===== config.mk =====
export PLATFORM = sky130hd
export DESIGN_NAME = adc_ovfl_window_mon
export DESIGN_NICKNAME = d
export VERILOG_FILES = /design/src/rtl/adc_ovfl_window_mon.sv
export SDC_FILE = /design/constraint.sdc
export NUM_CORES = 1
export LEC_CHECK = 0
export ABC_CLOCK_PERIOD_IN_PS = 4190
export BUFFER_PORTS_ARGS = -buffer_cell sky130_fd_sc_hd__buf_4
export CORE_MARGIN = 3
export CORE_UTILIZATION = 28
export DETAILED_ROUTE_END_ITERATION = 7
export GPL_ROUTABILITY_DRIVEN = 0
export GPL_TIMING_DRIVEN = 0
export PLACE_DENSITY = 0.44
export SLEW_MARGIN = 20
export SYNTH_ARGS = -nofsm -noshare
export SYNTH_HDL_FRONTEND = slang
export SYNTH_SLANG_ARGS = --single-unit

===== constraint.sdc =====
create_clock -name clk -period 4.19 [get_ports clk]
set_clock_uncertainty 0.15 [all_clocks]
set_input_delay 0.419 -clock clk [delete_from_list [all_inputs] [get_ports clk]]
set_output_delay 0.419 -clock clk [all_outputs]
set_load 0.05 [all_outputs]

===== src/rtl/adc_ovfl_window_mon.sv =====
// adc_ovfl_window_mon
// Multi-channel windowed ADC-overflow monitor. Each channel counts
// overflow-flagged samples over a window of 2^win samples. A channel raises a
// one-cycle event when its window count reaches the threshold. A sticky flag
// per channel and the last-window counts are kept for status readback.
//
// Optional feature: define ADC_OVFL_PEAK_EN to add per-channel peak window
// count registers, read through rd_peak. Without the macro, rd_peak is tied
// to 0.

module adc_ovfl_window_mon #(
  parameter int NCH          = 2,
  parameter int MAX_WIN_BITS = 16,
  parameter int SEL_BITS     = 3,
  localparam int CNT_BITS    = MAX_WIN_BITS + 1
) (
  input  logic                clk,
  input  logic                rst,
  input  logic                sample_en,
  input  logic [NCH-1:0]      ovfl_in,
  input  logic                cfg_wr,
  input  logic [4:0]          win_log2,
  input  logic [CNT_BITS-1:0] thresh,
  input  logic                sticky_clr,
  input  logic [SEL_BITS-1:0] rd_sel,
  output logic [NCH-1:0]      ovfl_pulse,
  output logic [NCH-1:0]      ovfl_sticky,
  output logic                win_done,
  output logic [CNT_BITS-1:0] rd_cnt,
  output logic [CNT_BITS-1:0] rd_peak
);

  // Active and pending configuration
  logic [4:0]          act_win;
  logic [CNT_BITS-1:0] act_thresh;
  logic [4:0]          pend_win;
  logic [CNT_BITS-1:0] pend_thresh;
  logic                pend_valid;
  logic [4:0]          wr_win;

  // Window and channel state
  logic [MAX_WIN_BITS-1:0] ctr;
  logic [MAX_WIN_BITS-1:0] win_mask;
  logic                    close;
  logic                    apply_cfg;
  logic [CNT_BITS-1:0]     cnt       [NCH];
  logic [CNT_BITS-1:0]     final_cnt [NCH];
  logic [CNT_BITS-1:0]     last_cnt  [NCH];

  // Clamp the requested window length into 1..MAX_WIN_BITS
  always_comb begin
    // NOTE: every combinational output gets a default first so no path
    // leaves it unassigned, which would infer a latch.
    wr_win = win_log2;
    if (win_log2 == 5'd0) begin
      wr_win = 5'd1;
    end else if (win_log2 > 5'(MAX_WIN_BITS)) begin
      wr_win = 5'(MAX_WIN_BITS);
    end
  end

  // The window closes on the sample where ctr reaches 2^win-1.
  // Pending config is swapped in only between windows.
  assign win_mask  = ~({MAX_WIN_BITS{1'b1}} << act_win);
  assign close     = sample_en && (ctr == win_mask);
  assign apply_cfg = pend_valid && (close || (ctr == '0));

  // The closing sample still belongs to the closing window
  always_comb begin
    for (int ch = 0; ch < NCH; ch++) begin
      final_cnt[ch] = cnt[ch] + CNT_BITS'(ovfl_in[ch]);
    end
  end

  // Configuration capture: last write wins; activation waits for a window boundary
  always_ff @(posedge clk) begin
    // NOTE: sequential state uses non-blocking assignments so every flop
    // samples the pre-edge values regardless of statement order.
    if (rst) begin
      act_win     <= 5'(MAX_WIN_BITS);
      act_thresh  <= CNT_BITS'(1);
      pend_win    <= '0;
      pend_thresh <= '0;
      pend_valid  <= 1'b0;
    end else begin
      if (cfg_wr) begin
        pend_win    <= wr_win;
        pend_thresh <= thresh;
        pend_valid  <= 1'b1;
      end else if (apply_cfg) begin
        pend_valid  <= 1'b0;
      end
      if (apply_cfg) begin
        act_win    <= pend_win;
        act_thresh <= pend_thresh;
      end
    end
  end

  // Sample counter and window-close pulse
  always_ff @(posedge clk) begin
    if (rst) begin
      ctr      <= '0;
      win_done <= 1'b0;
    end else begin
      win_done <= close;
      if (close) begin
        ctr <= '0;
      end else if (sample_en) begin
        ctr <= ctr + 1'b1;
      end
    end
  end

  // Per-channel counters, last-window counts and threshold events
  always_ff @(posedge clk) begin
    // NOTE: these arrays are small flop banks rather than RAM, so they are
    // reset along with everything else; a mid-window reset must discard
    // partial counts.
    if (rst) begin
      for (int ch = 0; ch < NCH; ch++) begin
        cnt[ch]      <= '0;
        last_cnt[ch] <= '0;
      end
      ovfl_pulse <= '0;
    end else begin
      ovfl_pulse <= '0;
      for (int ch = 0; ch < NCH; ch++) begin
        if (close) begin
          last_cnt[ch]   <= final_cnt[ch];
          ovfl_pulse[ch] <= (act_thresh != '0) && (final_cnt[ch] >= act_thresh);
          cnt[ch]        <= '0;
        end else if (sample_en) begin
          cnt[ch] <= final_cnt[ch];
        end
      end
    end
  end

  // Sticky flags: a new pulse overrides a coincident clear so no event is lost
  always_ff @(posedge clk) begin
    if (rst) begin
      ovfl_sticky <= '0;
    end else begin
      ovfl_sticky <= (ovfl_sticky & ~{NCH{sticky_clr}}) | ovfl_pulse;
    end
  end

`ifdef ADC_OVFL_PEAK_EN
  logic [CNT_BITS-1:0] peak [NCH];

  // Peak window count per channel; a clear coincident with a close restarts from that window
  always_ff @(posedge clk) begin
    if (rst) begin
      for (int ch = 0; ch < NCH; ch++) begin
        peak[ch] <= '0;
      end
    end else begin
      for (int ch = 0; ch < NCH; ch++) begin
        if (close) begin
          if (sticky_clr || (final_cnt[ch] > peak[ch])) begin
            peak[ch] <= final_cnt[ch];
          end
        end else if (sticky_clr) begin
          peak[ch] <= '0;
        end
      end
    end
  end

  // Readback mux; out-of-range selects read 0
  always_comb begin
    rd_cnt  = '0;
    rd_peak = '0;
    for (int ch = 0; ch < NCH; ch++) begin
      if (int'(rd_sel) == ch) begin
        rd_cnt  = last_cnt[ch];
        rd_peak = peak[ch];
      end
    end
  end
`else
  // Readback mux; out-of-range selects read 0
  always_comb begin
    rd_cnt  = '0;
    rd_peak = '0;
    for (int ch = 0; ch < NCH; ch++) begin
      if (int'(rd_sel) == ch) begin
        rd_cnt = last_cnt[ch];
      end
    end
  end
`endif

endmodule


* Yosys cells after proc, flatten, opt, wreduce, memory -nomap -nowiden
Memory sizes are Yosys's and may differ from the RTL's. Cells that the tools add are included.
Operators by class: muxes and demuxes 21, order comparisons 3, bitwise gates (word level) 11, equality and inequality tests 2, add/subtract/negate cells 3, shifts and indexed selects 1, reductions and logical operators 12
Operators by type and width (number):
- $mux W17 | 8
- $add A17 B1 Y17 | 2
- $ge A17 B17 Y1 | 2
- $reduce_bool A17 Y1 | 1
- $add A16 B1 Y16 const B | 1
- $eq A16 B16 Y1 | 1
- $logic_not A16 Y1 | 1
- $not A16 Y16 | 1
- $shl A16 B5 Y16 const A | 1
- $mux W1 | 11
- $mux W5 | 2
- $or A1 B1 Y1 | 6
- $gt A5 B5 Y1 const B | 1
- $logic_not A5 Y1 | 1
- $logic_and A1 B1 Y1 | 4
- $reduce_or A2 Y1 | 2
- $eq A3 B2 Y1 const B | 1
- $logic_not A3 Y1 | 1
- $and A2 B2 Y2 | 1
- $not A2 Y2 | 1
- $or A2 B2 Y2 | 1
- $reduce_bool A2 Y1 | 1
- $logic_or A1 B1 Y1 | 1
- $not A1 Y1 | 1
Word-level totals: output and inout bits 39, memories 2, word-level logic and storage cells 64, bits of input ports 32, RAM bits 68, flip-flop bits (word level) 66
Memories:
- cnt | depth 2, width 17, rd ports 2, clocked after Yosys merged registers in 0, write ports 2, line 46 | logic [CNT_BITS-1:0] cnt [NCH];
- last_cnt | depth 2, width 17, rd ports 2, clocked after Yosys merged registers in 0, write ports 2, line 48 | logic [CNT_BITS-1:0] last_cnt [NCH];

* Longest topological paths before layout
depth in word-level cells 9, gate-level depth with buffers 15, mapped depth without buffers 14

* Worst setup path before layout
OpenSTA, ideal clock, no wires.
path type flip-flop to flip-flop, from register act_win[3], to memory last_cnt[0][0] in the netlist's numbering (enable), clock period less this slack 3055 ps, buffers on the path 2, cell stages (with the launch flop) 9, path slack 1135 ps, library setup time 379 ps, arrival 2526 ps, data required time 3661 ps, cells stage by stage dfxtp_1 buf_2 nor3_2 a21oi_1 or4b_4 nor4_4 nand4_2 nand2b_1 buf_2
RTL lines:
- start: declaration | line 34 | logic [4:0] act_win;
- start signal: assignment | line 80 | act_win <= 5'(MAX_WIN_BITS);
- start signal: assignment | line 94 | act_win <= pend_win;
- end: declaration | line 48

==> flow_summary_export.csv <==
group,metric,value,unit
timing,max_freq,0.2691,GHz
run_status,status,"complete, no violations",
layout,final_layout_size_suffix_gt1_share,13.91,%
setup_path,critical_path.max_fanout,43,
logic_synthesis,netlist_area,7503,µm²
grt,global_route.overflow_total,0,
grt,track_usage,14.03,%
place,port_buffers,52,
timing,slew_headroom,38.94,%
logic_synthesis,synth_cells,806,
layout,final-seq-area,3363,µm²
timing,setup_repair_after_global_routing_missed_its_margin,"no",
setup_path,reg2regPathDepth,9,
floorplanning,fp.dieArea,28800,µm²
routing,dr_vias,5812,
setup_path,crit_required,4090,ps
cts,worst_skew_pair.late_latency,430,ps
grt,global_route_wire_length_before_repair,31980,µm
timing,timing.hold.ws,73.15,ps
setup_path,worst-r2r-setup-slack,470,ps
layout,antennaDiodeCount,0,
cts,cts_post_setup_buffers_inserted,0,
cts,clock-root-buffer,"sky130_fd_sc_hd__clkbuf_16",
timing,crit_share_post_route,88.69,%
timing,timing.final.crit_period,3716,ps
logic_synthesis,ys_types,58,
timing,timing.final.setup_violations,0,
layout,area_delta_synth_final,19.36,%
cts,cts_sinks,134,
logic_synthesis,synth_enable_flop_cells,68,
cts,tritoncts,"done",
floorplanning,placeableCoreArea,26210,µm²
setup_path,worstReg2RegEnd,"last_cnt[0][23]",
logic_synthesis,synth_async_sr_flop_share,0,%
timing,fin_setup_tns,0,ps
power_and_ir_drop,vdd.ir_drop.worst,0.1777,mV
floorplanning,rows,59,
cts,cts_buffers,17,
cts,number_of_hold_buffers_added_after_cts,0,
logic_synthesis,netlist.area_leader.share,27.21,%
worst_hold_path,holdPathEnd,"pend_thresh[8]",
power_and_ir_drop,power_leakage,3.632,nW
layout,most-common-layout-cells,"sky130_fd_sc_hd__nor2_1 (120), sky130_fd_sc_hd__buf_4 (73), sky130_fd_sc_hd__edfxtp_1 (68)",
logic_synthesis,yosys_most_used_dff,"sky130_fd_sc_hd__edfxtp_1",
setup_path,criticalPathCategory,"register to register",
timing,max_slew.worst_pin.slew,915.9,ps
timing,fin_ws,473.7,ps
routing,ant_nets,0,
routing,number_of_drc_violations_after_detailed_routing_iteration_0,288,
power_and_ir_drop,power_per_cell_area,379.4,nW/µm²
setup_path,timing.critical_path.to_type,"register",
cts,ctsLongestPathBuffers,2,
setup_path,crit_path_start_kind,"register",
logic_synthesis,synth.area.top_cells,"sky130_fd_sc_hd__edfxtp_1 (27%), sky130_fd_sc_hd__dfxtp_1 (18%), sky130_fd_sc_hd__ha_1 (6.7%)",
flow_run,drv_cap,0,
layout,final_nets,965,
routing,drc,0,
cts,cts_htree_levels,4,
timing,hold_viol_final,0,
setup_path,crit-reg2reg-launch,"act_win[1]",
floorplanning,die-width,169.7,µm
routing,wire_per_inst,15.69,µm
routing,drt_pass1_iterations,5,
routing,drt_wl_total,19480,µm
worst_hold_path,hp-start,"thresh[8]",
logic_synthesis,postSynthRegisterBits,134,
worst_hold_path,hold_class,"primary input to register",
layout,layout.cells.most_common,"sky130_fd_sc_hd__nor2_1",
timing,timing.final.max_slew_violations,0,
cts,ctsResizeCount,0,
logic_synthesis,synthesis.yosys.warnings,0,
place,worst_setup_slack_after_placement,468.2,ps
logic_synthesis,cell_taking_the_most_area_after_synthesis,"sky130_fd_sc_hd__edfxtp_1",
place,hpwlAfterDp,14960,µm
layout,nFillCells,2711,
power_and_ir_drop,design_power_total,3.398,mW
grt,grt_pass1_vias,5780,
floorplanning,pin_count,71,
floorplanning,floorplan.die.height,169.7,µm
floorplanning,start_util,28.63,%
logic_synthesis,syn_area_per_cell,9.309,µm²
worst_hold_path,hold_path_depth,3,
setup_path,worst_ep_arrival_time,3610,ps
grt,grt_max_degree,44,
grt,antenna_found_initial,0,
logic_synthesis,synth-seq-area-share,44.82,%
layout,multi_input_area,3637,µm²
cts,cts.reportedPaths.clkPinSlew,70,ps
routing,vias_per_cell,4.683,
## kinds of logic after synthesis
| family | synth area share (%) |
|---|---|
| AOI/OAI and AO/OA | 12.84 |
| xor gates and xnor gates | 5.019 |
| adders and majority gates | 6.670 |
| buffers and inverters | 7.504 |
| DFF | 44.82 |
| muxes | 2.535 |
| other | 0.04998 |
| and+or+nand+nor | 20.56 |
## Yosys cell counts (5+ instances only)
cell                         n
sky130_fd_sc_hd__o32a_1     20
sky130_fd_sc_hd__o21ai_0    11
sky130_fd_sc_hd__xnor2_1    18
sky130_fd_sc_hd__buf_4      21
sky130_fd_sc_hd__clkbuf_1   27
sky130_fd_sc_hd__a22o_1     17
sky130_fd_sc_hd__dfxtp_1    66
sky130_fd_sc_hd__o211ai_1   21
sky130_fd_sc_hd__nor4_1      9
sky130_fd_sc_hd__inv_1      60
sky130_fd_sc_hd__nor2b_1     9
sky130_fd_sc_hd__nand3_1    43
sky130_fd_sc_hd__nand2_1    51
sky130_fd_sc_hd__xor2_1     25
sky130_fd_sc_hd__buf_2       9
sky130_fd_sc_hd__nor3_1      9
sky130_fd_sc_hd__and3_1     20
sky130_fd_sc_hd__mux2i_1    19
sky130_fd_sc_hd__nor2_1    120
sky130_fd_sc_hd__nand2b_1   10
sky130_fd_sc_hd__nand4_1    12
sky130_fd_sc_hd__ha_1       40
sky130_fd_sc_hd__buf_1       9
sky130_fd_sc_hd__a21o_1      8
sky130_fd_sc_hd__or3_1       5
sky130_fd_sc_hd__edfxtp_1   68
sky130_fd_sc_hd__a21oi_1    27
## power by group
part / internal [mW] / switching, mW / total, mW
registers: 1.43 / 0.0394 / 1.47
logic: 0.165 / 0.276 / 0.441
clock network: 0.797 / 0.687 / 1.48
total: 2.40 / 1.00 / 3.40
## metrics by stage
stage | std cells | utilization (%) | area (µm²)
global route | 1241 | 34.18 | 8956
finish | 1241 | 34.18 | 8956
CTS | 1241 | 34.18 | 8956
detailed placement | 1209 | 31.95 | 8373
global placement | 1209 | 31.95 | 8373
floorplan | 822 | - | 7564
## cell type report
type	instances	area share [%]
Sequential cell	134	37.55
Inverter	60	2.515
Multi-Input combinational cell	562	40.61
Clock buffer	17	4.750
Tap cell	335	4.680
Clock inverter	15	1.760
Buffer	66	3.772
Timing Repair Buffer	52	4.359
## flip-flops by register name (all words and copies together) (netlist names)
signal       count
ovfl_pulse       2
act_thresh      17
ovfl_sticky      2
act_win          5
last_cnt        34
pend_thresh     17
pend_win         5
win_done         1
cnt             34
ctr             16
pend_valid       1
## how the worst max path moves through the flow
stage,from,end,slack (ps),cells past startpoint
floorplan,act_win[3],last_cnt[0][0],1140,8
global placement,act_win[1],last_cnt[0][31],430,9
detailed placement,act_win[1],last_cnt[0][30],470,9
CTS,act_win[1],last_cnt[0][17],460,9
global route,act_win[1],last_cnt[0][17],250,9
finish,act_win[1],last_cnt[0][23],470,9
## critical path: stages, from the launching register on
cell and delay (ps):
sky130_fd_sc_hd__dfxtp_1 300, sky130_fd_sc_hd__buf_2 180, sky130_fd_sc_hd__clkbuf_1 390, sky130_fd_sc_hd__nor3_1 110, sky130_fd_sc_hd__o32ai_1 300, sky130_fd_sc_hd__o32ai_1 150
sky130_fd_sc_hd__a311oi_2 350, sky130_fd_sc_hd__nand4_2 320, sky130_fd_sc_hd__nand2b_1 290, sky130_fd_sc_hd__buf_2 740
## layer usage
layer	track usage, %	part of all wire (%)
met3	2.679	3.3
met4	3.876	1.1
met5	0	0
met2	21.07	43
met1	20.59	53
Power figures use the tool's default switching activity.
